<file path="src/rtl/proc_pipe_pckg.sv">
// rtl/proc_pipe_pckg.sv - shared types and defaults for the processing pipeline
package proc_pipe_pckg;

  localparam int C_AXIS_DATA_WDT_DFLT = 64;
  localparam int C_LEN_WDT_DFLT       = 32;

  typedef enum logic [1:0] {
    IDLE  = 2'd0,
    RECV  = 2'd1,
    DRAIN = 2'd2
  } h2c_state_e;

endpackage

</file>
<file path="src/rtl/sync_fifo_fwft.sv">
// rtl/sync_fifo_fwft.sv - single-clock first-word-fall-through FIFO
module sync_fifo_fwft #(
  parameter int WIDTH = 8,
  parameter int DEPTH = 16
) (
  input  logic             clk,
  input  logic             rst_n,
  input  logic             wr_en,
  input  logic [WIDTH-1:0] wr_data,
  output logic             full,
  input  logic             rd_en,
  output logic [WIDTH-1:0] rd_data,
  output logic             empty
);

  localparam int AW = $clog2(DEPTH);

  // One extra pointer bit separates full from empty when the indices match
  logic [AW:0]      wptr;
  logic [AW:0]      rptr;
  logic [WIDTH-1:0] mem [DEPTH];
  logic             push;
  logic             pop;

  assign full    = (wptr[AW] != rptr[AW]) && (wptr[AW-1:0] == rptr[AW-1:0]);
  assign empty   = (wptr == rptr);
  assign push    = wr_en && !full;
  assign pop     = rd_en && !empty;
  assign rd_data = mem[rptr[AW-1:0]];

  always_ff @(posedge clk or negedge rst_n) begin
    if (!rst_n) begin
      wptr <= '0;
      rptr <= '0;
    end else begin
      if (push) wptr <= wptr + 1'b1;
      if (pop)  rptr <= rptr + 1'b1;
    end
  end

  always_ff @(posedge clk) begin
    if (push) mem[wptr[AW-1:0]] <= wr_data;
  end

endmodule

</file>
<file path="src/rtl/axis_h2c_rx.sv">
// rtl/axis_h2c_rx.sv - host-to-card stream receiver with length check and FWFT buffer
module axis_h2c_rx
  import proc_pipe_pckg::*;
#(
  parameter int C_AXIS_DATA_WDT = C_AXIS_DATA_WDT_DFLT,
  parameter int C_FIFO_DEPTH    = 16,
  parameter int C_LEN_WDT       = C_LEN_WDT_DFLT
) (
  input  logic                         clk,
  input  logic                         rst_n,
  input  logic [C_AXIS_DATA_WDT-1:0]   s_axis_tdata,
  input  logic [C_AXIS_DATA_WDT/8-1:0] s_axis_tkeep,
  input  logic                         s_axis_tlast,
  input  logic                         s_axis_tvalid,
  output logic                         s_axis_tready,
  input  logic                         start,
  input  logic [C_LEN_WDT-1:0]         len_beats,
  output logic [C_AXIS_DATA_WDT-1:0]   m_data,
  output logic                         m_last,
  output logic                         m_valid,
  input  logic                         m_ready,
  output logic                         busy,
  output logic                         done,
  output logic                         err_early_last,
  output logic                         err_missing_last,
  output logic                         err_keep,
  output logic [C_LEN_WDT-1:0]         beat_cnt
);

  h2c_state_e                 state_q;
  h2c_state_e                 state_d;
  logic                       done_d;
  logic [C_LEN_WDT-1:0]       len_q;
  logic [C_LEN_WDT-1:0]       cnt_inc;
  logic                       accept;
  logic                       hit_len;
  logic                       last_beat;
  logic                       fifo_full;
  logic                       fifo_empty;
  logic [C_AXIS_DATA_WDT:0]   fifo_rd;

  assign s_axis_tready = (state_q == RECV) && !fifo_full;
  assign accept        = s_axis_tvalid && s_axis_tready;
  assign cnt_inc       = beat_cnt + 1'b1;
  assign hit_len       = (cnt_inc == len_q);
  // Either the length count or an early tlast closes the transfer
  assign last_beat     = hit_len || s_axis_tlast;
  assign busy          = (state_q != IDLE);

  always_comb begin
    state_d = state_q;
    done_d  = 1'b0;
    case (state_q)
      IDLE: begin
        if (start && (len_beats != '0)) state_d = RECV;
        else if (start)                 done_d  = 1'b1;
      end
      RECV: begin
        if (accept && last_beat) state_d = DRAIN;
      end
      DRAIN: begin
        if (fifo_empty) begin
          state_d = IDLE;
          done_d  = 1'b1;
        end
      end
      default: state_d = IDLE;
    endcase
  end

  always_ff @(posedge clk or negedge rst_n) begin
    if (!rst_n) begin
      state_q          <= IDLE;
      done             <= 1'b0;
      len_q            <= '0;
      beat_cnt         <= '0;
      err_early_last   <= 1'b0;
      err_missing_last <= 1'b0;
      err_keep         <= 1'b0;
    end else begin
      state_q <= state_d;
      done    <= done_d;
      if (state_q == IDLE && start) begin
        beat_cnt         <= '0;
        err_early_last   <= 1'b0;
        err_missing_last <= 1'b0;
        err_keep         <= 1'b0;
        if (len_beats != '0) len_q <= len_beats;
      end else if (accept) begin
        beat_cnt <= cnt_inc;
        if (s_axis_tlast && !hit_len)         err_early_last   <= 1'b1;
        if (hit_len && !s_axis_tlast)         err_missing_last <= 1'b1;
        if (!last_beat && s_axis_tkeep != '1) err_keep         <= 1'b1;
      end
    end
  end

  sync_fifo_fwft #(
    .WIDTH (C_AXIS_DATA_WDT + 1),
    .DEPTH (C_FIFO_DEPTH)
  ) u_fifo (
    .clk     (clk),
    .rst_n   (rst_n),
    .wr_en   (accept),
    .wr_data ({last_beat, s_axis_tdata}),
    .full    (fifo_full),
    .rd_en   (m_ready),
    .rd_data (fifo_rd),
    .empty   (fifo_empty)
  );

  assign m_valid = !fifo_empty;
  assign m_last  = fifo_rd[C_AXIS_DATA_WDT];
  assign m_data  = fifo_rd[C_AXIS_DATA_WDT-1:0];

endmodule

</file>
<file path="config.mk">
export PLATFORM = sky130hd
export DESIGN_NAME = axis_h2c_rx
export DESIGN_NICKNAME = d
export VERILOG_FILES = /design/src/rtl/proc_pipe_pckg.sv /design/src/rtl/sync_fifo_fwft.sv /design/src/rtl/axis_h2c_rx.sv
export SDC_FILE = /design/constraint.sdc
export NUM_CORES = 1
export LEC_CHECK = 0
export ABC_AREA = 0
export BUFFER_PORTS_ARGS = -buffer_cell sky130_fd_sc_hd__buf_2
export CORE_ASPECT_RATIO = 2
export CORE_MARGIN = 2
export CORE_UTILIZATION = 45
export DETAILED_ROUTE_END_ITERATION = 12
export PLACE_DENSITY = 0.73
export SLEW_MARGIN = 20
export SYNTH_ARGS = -nofsm -noshare
export SYNTH_HDL_FRONTEND = slang
export SYNTH_SLANG_ARGS = --single-unit
</file>
<file path="constraint.sdc">
create_clock -name clk -period 7.6 [get_ports clk]
set_input_delay 1.14 -clock clk [delete_from_list [all_inputs] [get_ports clk]]
set_output_delay 1.14 -clock clk [all_outputs]
set_load 0.01 [all_outputs]
</file>
==> results of run 1 <==
-- cell families (layout without fill, tap and decap cells) --
logic type	count (synthesis)	after routing	share of synthesized area, %
flops	1120	1120	76.0
simple gates	209	209	2.62
buf+inv	108	422	0.953
fa+ha+maj	6	6	0.172
compound gates	95	95	1.35
other cells	0	3	0
mux	362	362	17.7
xor+xnor	62	62	1.24
-- critical path: stages, from the launching register on --
cell and delay (ns):
dfrtp_4 0.89, buf_12 0.57, buf_4 0.82, mux4_2 0.62
mux4_2 0.53, buf_2 0.18
-- report_power, final --
part	switching (mW)	internal [mW]	total, mW
Combinational	2.68	2.46	5.14
Sequential	0.423	7.25	7.68
Clock	2.11	2.59	4.70
Total	5.21	12.3	17.5
-- per-stage QoR --
step	instances	instance area [sq um]	util, %	power (mW)	setup slack, ns
floorplan	1962	43700	-	11.1	0.471
global placement	3328	46400	48.2	12.9	2.65
detailed placement	3332	46500	48.3	13.0	2.59
CTS	3498	49500	51.4	17.7	1.84
global route	3499	49500	51.4	18.2	1.73
finish	3501	49500	51.4	17.5	2.11
-- layer usage --
| metal | track usage [%] | part of all wire (%) |
|---|---|---|
| met5 | 0 | 0.15 |
| met4 | 7.28 | 3.1 |
| met3 | 4.00 | 6.5 |
| met2 | 37.7 | 54 |
| met1 | 25.4 | 37 |
-- area by class of cell --
type	instances	area [sq um]	area share, %
sequential	1120	33200	67.2
multi-input combinational	734	10200	20.6
clock buffer	123	2570	5.19
tap	1222	1530	3.09
timing repair buffer	251	1510	3.04
clock inverter	43	399	0.807
inverter	5	18.8	0.0379
antenna	3	7.51	0.0152
-- sequential cells by signal, indices dropped and copies added (netlist names) --
register,count
err_keep,1
err_missing_last,1
u_fifo.mem,1040
u_fifo.rptr,5
u_fifo.wptr,5
beat_cnt,32
state_q,2
err_early_last,1
len_q,32
done,1
-- worst paths after layout --
kind | from | to | slack [ns] | cells past startpoint
setup / recovery | u_fifo.rptr[0]$_DFFE_PN0P_ | m_data[0] | 2.11 | 5
hold / removal | rst_n | len_q[29]$_DFFE_PN0P_ | 0.42 | 1
setup reg to reg | u_fifo.rptr[0]$_DFFE_PN0P_ | u_fifo.mem[12][20]$_DFFE_PP_ | 2.82 | 7
hold reg to reg | err_missing_last$_DFFE_PN0P_ | err_missing_last$_DFFE_PN0P_ | 0.48 | 2
max in group asynchronous | rst_n | u_fifo.rptr[2]$_DFFE_PN0P_ | 5.88 | 2
min in group clk | err_missing_last$_DFFE_PN0P_ | err_missing_last$_DFFE_PN0P_ | 0.48 | 2
-- cells in the mapped netlist, drive strengths merged (24+ instances only) --
cell,instances
edfxtp,1040
mux4,325
dfrtp,80
clkbuf,76
nor2,50
o21ai,45
nand2,43
xnor2,36
mux2,34
buf,27
xor2,26
nand3,24
==> reports/qor.csv, run 1 <==
stage,metric,value,unit
clock_tree,clkLatencyLatePin,0.67,ns
cells_and_area,layout_common_cells,"edfxtp_1 (1040), mux4_2 (325), buf_2 (213)",
clock_tree,hold_buffers,0,
cells_and_area,nFillCells,7322,
min_path,hp-class,in2async,
placed_design,finalWeightedCongestion,0.964,
setup_path,worst-setup-path-type,reg2out,
timing,rsz0062_at_grt,no,
floorplan,die_x,224,um
detailed_routing,routedWlPerCell,29.6,um
detailed_routing,drt_pass1_iterations,5,
global_route,grt_pass1_wl,152,mm
power,powerDensity,354,nW/um^2
timing,slew_headroom,22.6,%
synthesis,synth.ff_latch_count,1120,
job,cap_violations,0,
placed_design,dp_hpwl,59.2,mm
timing,fin_crit_sh,72.2,%
global_route,grt_max_degree,104,
detailed_routing,num_vias,21300,
floorplan,fp.dieArea,99800,sq um
clock_tree,cts-htree-levels,3,
timing,period_minus_slack,5.49,ns
synthesis,synth.area.top_cells,"edfxtp_1 (71%), mux4_2 (17%), dfrtp_1 (4.6%)",
placed_design,port_buffers,213,
power,peakVddDrop,0.307,mV
global_route,antenna_found_initial,17,
synthesis,synth_cells,1962,
timing,worstMarginPinSlew,1.16,ns
clock_tree,clk_path_buf_depth,3,
detailed_routing,vias_per_cell,6.08,
clock_tree,cts_tree,built,
timing,fin_tns_setup,0,ns
setup_path,path_max_fanout,89,
clock_tree,cts.sinks,1120,
floorplan,die_y,445,um
detailed_routing,ant_nets,0,
clock_tree,cts_resized,0,
detailed_routing,route.detailed.drc,0,
synthesis,synth_warnings,0,
clock_tree,clk_pin_slew,0.07,ns
global_route,grt-ovfl-total,0,
clock_tree,post_cts_buffers,0,
power,leakage,16.0,nW
detailed_routing,drt_iter0_drc,2346,
timing,maxSlewViolCount,0,
cells_and_area,nets,2322,
clock_tree,cts-root-buf,clkbuf_16,
cells_and_area,final_common_cell,edfxtp_1,
synthesis,async_reset_ff_share,7.14,%
synthesis,synth_flop_cell,edfxtp_1,
synthesis,synth.avg_cell_area,22.3,sq um
timing,clock_skew,0.0217,ns
timing,hold_viol_final,0,
setup_path,cp-end-kind,output port,
floorplan,pin_count,214,
timing,holdWs,0.423,ns
setup_path,arrival,4.35,ns
cells_and_area,syn_to_final_growth,13.1,%
synthesis,synth_area_leader_cell,edfxtp_1,
synthesis,synth_area,43700,sq um
global_route,track_usage,21.0,%
synthesis,syn-num-nets,2078,
run_status,outcome,"complete, no violations",
floorplan,coreArea,96300,sq um
synthesis,synth_edf_count,1040,
synthesis,yosys.area.top_type_share,71.4,%
setup_path,cp-start-kind,flop,
global_route,grt_pass1_vias,22600,
timing,fmaxAchievable,182,MHz
setup_path,crit_required,6.46,ns
synthesis,synth_cell_types,53,
clock_tree,numCtsBuffers,94,
floorplan,num_rows,161,
timing,setup_viol,0,
floorplan,start_util,45.4,%
synthesis,yosysSeqAreaShare,76.0,%
cells_and_area,drive_above_1_share,34.0,%
detailed_routing,drt-total-wl,104,mm
(Power assumes the default switching activity.)
==> inputs of run 2 (changes only) <==
- PLACE_DENSITY: 0.73 -> 0.75
- clock period: 7.6 -> 5 ns (I/O delays scaled with it)
==> run 2 against run 1 <==
Non-clock buffer count rose by 10. Design area rose by 0.68%. Critical path depth fell by 1. Clock-buffer cell count fell by 15. Sequential cell count did not move. Die area did not move. Sequential power rose by 50%. Combinational power rose by 54%. Total power rose by 54%. Worst hold slack got worse by 0.35 ns. Clock skew rose by 0.0051 ns. Sequential share of layout area fell by 0.46 points. Critical path type unchanged. Highest routed layer unchanged.
==> reports/qor.csv, run 2 (synthesis results as in run 1) <==
stage,metric,value,unit
cells_and_area,largest_register_ff_count,1040,
setup_path,cp-start-kind,flop,
setup_path,crit_required,4.25,ns
clock_tree,cts_resized,0,
cells_and_area,nFillCells,7392,
power,switching_share,29.5,%
floorplan,die_x,224,um
clock_tree,cts.sinks,1120,
power,p_total,26.9,mW
power,p_sw,7.94,mW
floorplan,start_util,45.4,%
timing,fin_tns_setup,0,ns
detailed_routing,ant_nets,0,
power,peakVddDrop,0.443,mV
timing,maxSlewViolCount,0,
clock_tree,clk_pin_slew,0.06,ns
cells_and_area,syn_to_final_growth,13.9,%
power,p_int,19.0,mW
setup_path,arrival,3.53,ns
clock_tree,cts_tree,built,
floorplan,coreArea,96300,sq um
detailed_routing,routedWlPerCell,28.8,um
placed_design,port_buffers,213,
global_route,track_usage,20.5,%
timing,hold_viol_final,0,
detailed_routing,num_vias,21300,
cells_and_area,final_common_cell,edfxtp_1,
timing,worstMarginPinSlew,0.942,ns
detailed_routing,drt_pass1_iterations,5,
timing,period_minus_slack,4.28,ns
power,comb_power_share,29.4,%
timing,rsz0062_at_grt,no,
cells_and_area,drive_above_1_share,34.8,%
global_route,grt_pass1_wl,149,mm
floorplan,num_rows,161,
power,power_frac_clock,27.8,%
global_route,grt_max_degree,135,
power,powerDensity,541,nW/um^2
setup_path,worst-setup-path-type,reg2out,
clock_tree,hold_buffers,0,
cells_and_area,nets,2333,
global_route,grt-ovfl-total,0,
cells_and_area,layout_common_cells,"edfxtp_1 (1040), mux4_2 (325), buf_2 (212)",
placed_design,finalWeightedCongestion,0.976,
timing,fmaxAchievable,234,MHz
timing,clock_skew,0.0268,ns
clock_tree,clk_path_buf_depth,3,
clock_tree,post_cts_buffers,0,
detailed_routing,drt_iter0_drc,2246,
timing,fin_crit_sh,85.5,%
clock_tree,numCtsBuffers,95,
global_route,antenna_found_initial,15,
power,leakage,16.1,nW
setup_path,path_max_fanout,82,
power,seqPwrFrac,42.8,%
global_route,grt_pass1_vias,22500,
clock_tree,cts-htree-levels,3,
min_path,hp-class,in2async,
detailed_routing,vias_per_cell,6.04,
clock_tree,clkLatencyLatePin,0.69,ns
timing,slew_headroom,37.1,%
run_status,outcome,"complete, no violations",
setup_path,cp-end-kind,output port,
floorplan,fp.dieArea,99800,sq um
placed_design,dp_hpwl,55.8,mm
floorplan,pin_count,214,
job,cap_violations,0,
detailed_routing,drt-total-wl,101,mm
floorplan,die_y,445,um
detailed_routing,route.detailed.drc,0,
timing,setup_viol,0,
clock_tree,cts-root-buf,clkbuf_16,
## run 2: changes by cell type in the layout (fill, tap and decap cells not counted), sizes merged
cell      previous run  this run
buf                251       261
bufinv               6        11
clkbuf             123       108
clkinv              28        40
clkinvlp             4        11
diode                3         4
inv                 10         8
## run 2: metal layers
metal	wire (um)	up-vias	part of all wire (%)	GRT usage, %
met5	97	-	0.096	0
li1	-	8781	-	-
met2	53900	944	53	36.4
met3	6570	218	6.5	3.34
met1	37700	11300	37	25.4
met4	3170	16	3.1	7.28
## run 2: path summary, 6_finish.rpt
check	from	slack [ns]	cells after the start	end
setup / recovery	u_fifo.rptr[0]$_DFFE_PN0P_	0.72	4	m_data[38]
hold / removal	rst_n	0.07	1	len_q[27]$_DFFE_PN0P_
setup reg to reg	beat_cnt[0]$_DFFE_PN0P_	1.14	9	u_fifo.mem[9][64]$_DFFE_PP_
hold reg to reg	err_early_last$_DFFE_PN0P_	0.51	1	err_early_last$_DFFE_PN0P_
max in group asynchronous	rst_n	3.96	2	len_q[6]$_DFFE_PN0P_
min in group clk	len_beats[25]	0.31	2	len_q[25]$_DFFE_PN0P_
## run 2: cell type report
| type | count | area [sq um] | area share (%) |
|---|---|---|---|
| repair buffers | 261 | 1640 | 3.29 |
| clock inverters | 65 | 687 | 1.38 |
| well taps | 1222 | 1530 | 3.07 |
| flip-flops and latches | 1120 | 33200 | 66.7 |
| multi-input cells | 734 | 10200 | 20.5 |
| clock buffers | 108 | 2480 | 4.97 |
| diodes | 4 | 10.0 | 0.0201 |
| inverters | 5 | 18.8 | 0.0377 |
## run 2: power by group through the flow
| stage | clock network [mW] | registers [mW] | logic, mW |
|---|---|---|---|
| finish | 7.49 | 11.5 | 7.92 |
| global route | 7.95 | 11.6 | 8.44 |
| CTS | 7.62 | 11.5 | 8.06 |
| detailed placement | 0 | 11.7 | 8.02 |
| global placement | 0 | 11.7 | 7.93 |
| floorplan | 0 | 11.5 | 5.47 |
## run 2: through the flow
step                      setup WS (ns)  instance area (sq um)  hold WS (ns)  instances  util, %
final                             0.725                  49800        0.0709       3519     51.7
after global routing              0.554                  49800        0.0890       3516     51.7
after CTS                         0.626                  49800         0.234       3514     51.7
after detailed placement           1.31                  46600         0.499       3341     48.4
after global placement             1.36                  46600         0.462       3341     48.4
after floorplan                   -1.50                  43700         0.454       1962        -
## run 2: worst max-delay path, stage by stage, from the launching register on
cell	delay [ns]
dfrtp_4	0.81
buf_12	0.52
mux4_2	0.61
mux4_2	0.53
buf_2	0.19
==> inputs of run 3 (changes only) <==
- CTS_CLUSTER_SIZE: not set -> 24
- RECOVER_POWER: not set -> 25
==> run 3 against run 2 <==
Critical path depth unchanged. Combinational power about the same. Total power about the same. Clock power about the same. Routed wire length decreased by 0.21%. Maximum frequency about the same. Register-to-register slack about the same. Worst hold slack improved by 0.0041 ns. Non-clock buffer count unchanged.
==> reports/qor.csv, run 3 (synthesis results as in run 1) <==
stage,metric,value,unit
global_route,grt_pass1_wl,149,mm
timing,rsz0062_at_grt,no,
clock_tree,clk_pin_slew,0.06,ns
global_route,track_usage,20.5,%
clock_tree,cts_tree,built,
min_path,hp-class,in2async,
detailed_routing,drt-total-wl,101,mm
cells_and_area,largest_register_ff_count,1040,
power,peakVddDrop,0.439,mV
timing,slew_headroom,36.6,%
floorplan,die_y,445,um
clock_tree,cts-htree-levels,3,
placed_design,dpl-instance-area,46600,sq um
cells_and_area,syn_to_final_growth,13.8,%
placed_design,dp_hpwl,55.8,mm
floorplan,fp.dieArea,99800,sq um
placed_design,finalWeightedCongestion,0.976,
detailed_routing,routedWlPerCell,28.8,um
cells_and_area,multi_input_area,10200,sq um
setup_path,worst-setup-path-type,reg2out,
global_route,grt_max_degree,135,
setup_path,cp-start-kind,flop,
detailed_routing,drt_iter0_drc,2274,
floorplan,coreArea,96300,sq um
clock_tree,post_cts_buffers,0,
cells_and_area,final_common_cell,edfxtp_1,
setup_path,cp_common_cell,mux4_2,
power,comb_power_share,29.4,%
power,leakage,16.0,nW
run_status,outcome,"complete, no violations",
global_route,antenna_found_initial,12,
timing,maxSlewViolCount,0,
setup_path,cpPeakStageDelay,0.81,ns
cells_and_area,register_area,33200,sq um
detailed_routing,route.detailed.drc,0,
timing,fin_tns_setup,0,ns
setup_path,path_delay_family,multiplexers,
cells_and_area,nFillCells,7400,
clock_tree,cts_resized,0,
timing,worstMarginPinSlew,0.950,ns
setup_path,path_max_fanout,82,
clock_tree,hold_buffers,0,
placed_design,port_buffers,213,
clock_tree,cts-root-buf,clkbuf_16,
cells_and_area,layout_common_cells,"edfxtp_1 (1040), mux4_2 (325), buf_2 (163)",
setup_path,crit_chain,buf_12 -> mux4_2 -> mux4_2 -> buf_2,
cells_and_area,finish.utilization,51.7,%
clock_tree,cts.sinks,1120,
setup_path,cp-end-kind,output port,
detailed_routing,num_vias,21200,
power,switching_share,29.4,%
clock_tree,numCtsBuffers,95,
power,power_frac_clock,27.8,%
timing,fmaxAchievable,234,MHz
cells_and_area,nets,2333,
global_route,grt_pass1_vias,22500,
timing,clock_skew,0.0274,ns
floorplan,num_rows,161,
power,powerDensity,541,nW/um^2
timing,hold_viol_final,0,
clock_tree,clk_path_buf_depth,3,
setup_path,rrSetupSlack,1.15,ns
timing,holdWs,0.0750,ns
setup_path,slowest_stage,dfrtp_4,
power,p_sw,7.92,mW
setup_path,path_buf_inv,2,
floorplan,die_x,224,um
floorplan,start_util,45.4,%
job,cap_violations,0,
setup_path,reg2reg_depth,9,
timing,fin_crit_sh,85.4,%
setup_path,crit_required,4.25,ns
floorplan,pin_count,214,
timing,setup_viol,0,
setup_path,arrival,3.52,ns
cells_and_area,stdcell_area,49800,sq um
global_route,grt-ovfl-total,0,
setup_path,worst_r2r_endpoint,u_fifo.mem[9][64]$_DFFE_PP_,
clock_tree,clkLatencyLatePin,0.69,ns
detailed_routing,drt_pass1_iterations,6,
power,seqPwrFrac,42.8,%
setup_path,reg2reg_from,beat_cnt[0]$_DFFE_PN0P_,
detailed_routing,ant_nets,0,
power,p_total,26.9,mW
detailed_routing,vias_per_cell,6.04,
timing,period_minus_slack,4.27,ns
power,p_int,19.0,mW
cells_and_area,drive_above_1_share,32.7,%
==> run 3: changes by cell type in the layout (fill, tap and decap cells not counted), sizes merged <==
cell	previous run	this run
diode	4	2
buf	261	212
clkbuf	108	157
==> run 3: layer usage <==
metal / global-route usage, % / up-vias / share of wire (%)
li1: - / 8775 / -
met1: 25.4 / 11300 / 37
met2: 36.4 / 909 / 53
met3: 3.34 / 219 / 6.5
met4: 7.28 / 18 / 3.1
met5: 0 / - / 0.11
==> run 3: area by class of cell <==
class | count | share of cell area [%]
Inverter | 5 | 0.0377
Multi-Input combinational cell | 734 | 20.5
Antenna cell | 2 | 0.0101
Tap cell | 1222 | 3.07
Clock inverter | 65 | 1.38
Clock buffer | 108 | 4.98
Timing Repair Buffer | 261 | 3.17
Sequential cell | 1120 | 66.8
==> run 3: worst max-delay path by stage <==
stage                                     from                           end  slack [ns]  depth (start not counted)
floorplan           u_fifo.wptr[2]$_DFFE_PN0P_    u_fifo.mem[0][0]$_DFFE_PP_       -1.50                          8
global placement       beat_cnt[0]$_DFFE_PN0P_  u_fifo.mem[10][64]$_DFFE_PP_        1.36                          9
detailed placement     beat_cnt[0]$_DFFE_PN0P_   u_fifo.mem[9][64]$_DFFE_PP_        1.31                          9
CTS                 u_fifo.rptr[0]$_DFFE_PN0P_                    m_data[38]        0.63                          4
global route        u_fifo.rptr[0]$_DFFE_PN0P_                    m_data[38]        0.55                          4
finish              u_fifo.rptr[0]$_DFFE_PN0P_                    m_data[38]        0.73                          4
==> run 3: through the flow <==
| step | std cells | worst slack [ns] |
|---|---|---|
| 6_report | 3517 | 0.729 |
| 4_1_cts | 3514 | 0.626 |
| 3_3_place_gp | 3341 | 1.36 |
| 2_1_floorplan | 1962 | -1.50 |
| 3_5_place_dp | 3341 | 1.31 |
| 5_1_grt | 3515 | 0.554 |
==> run 3: power by group through the flow <==
stage                     Combinational (mW)  Clock (mW)  Sequential [mW]
after floorplan                         5.47           0             11.5
after global placement                  7.93           0             11.7
after detailed placement                8.02           0             11.7
after CTS                               8.06        7.62             11.5
after global routing                    8.43        7.95             11.6
final                                   7.90        7.48             11.5
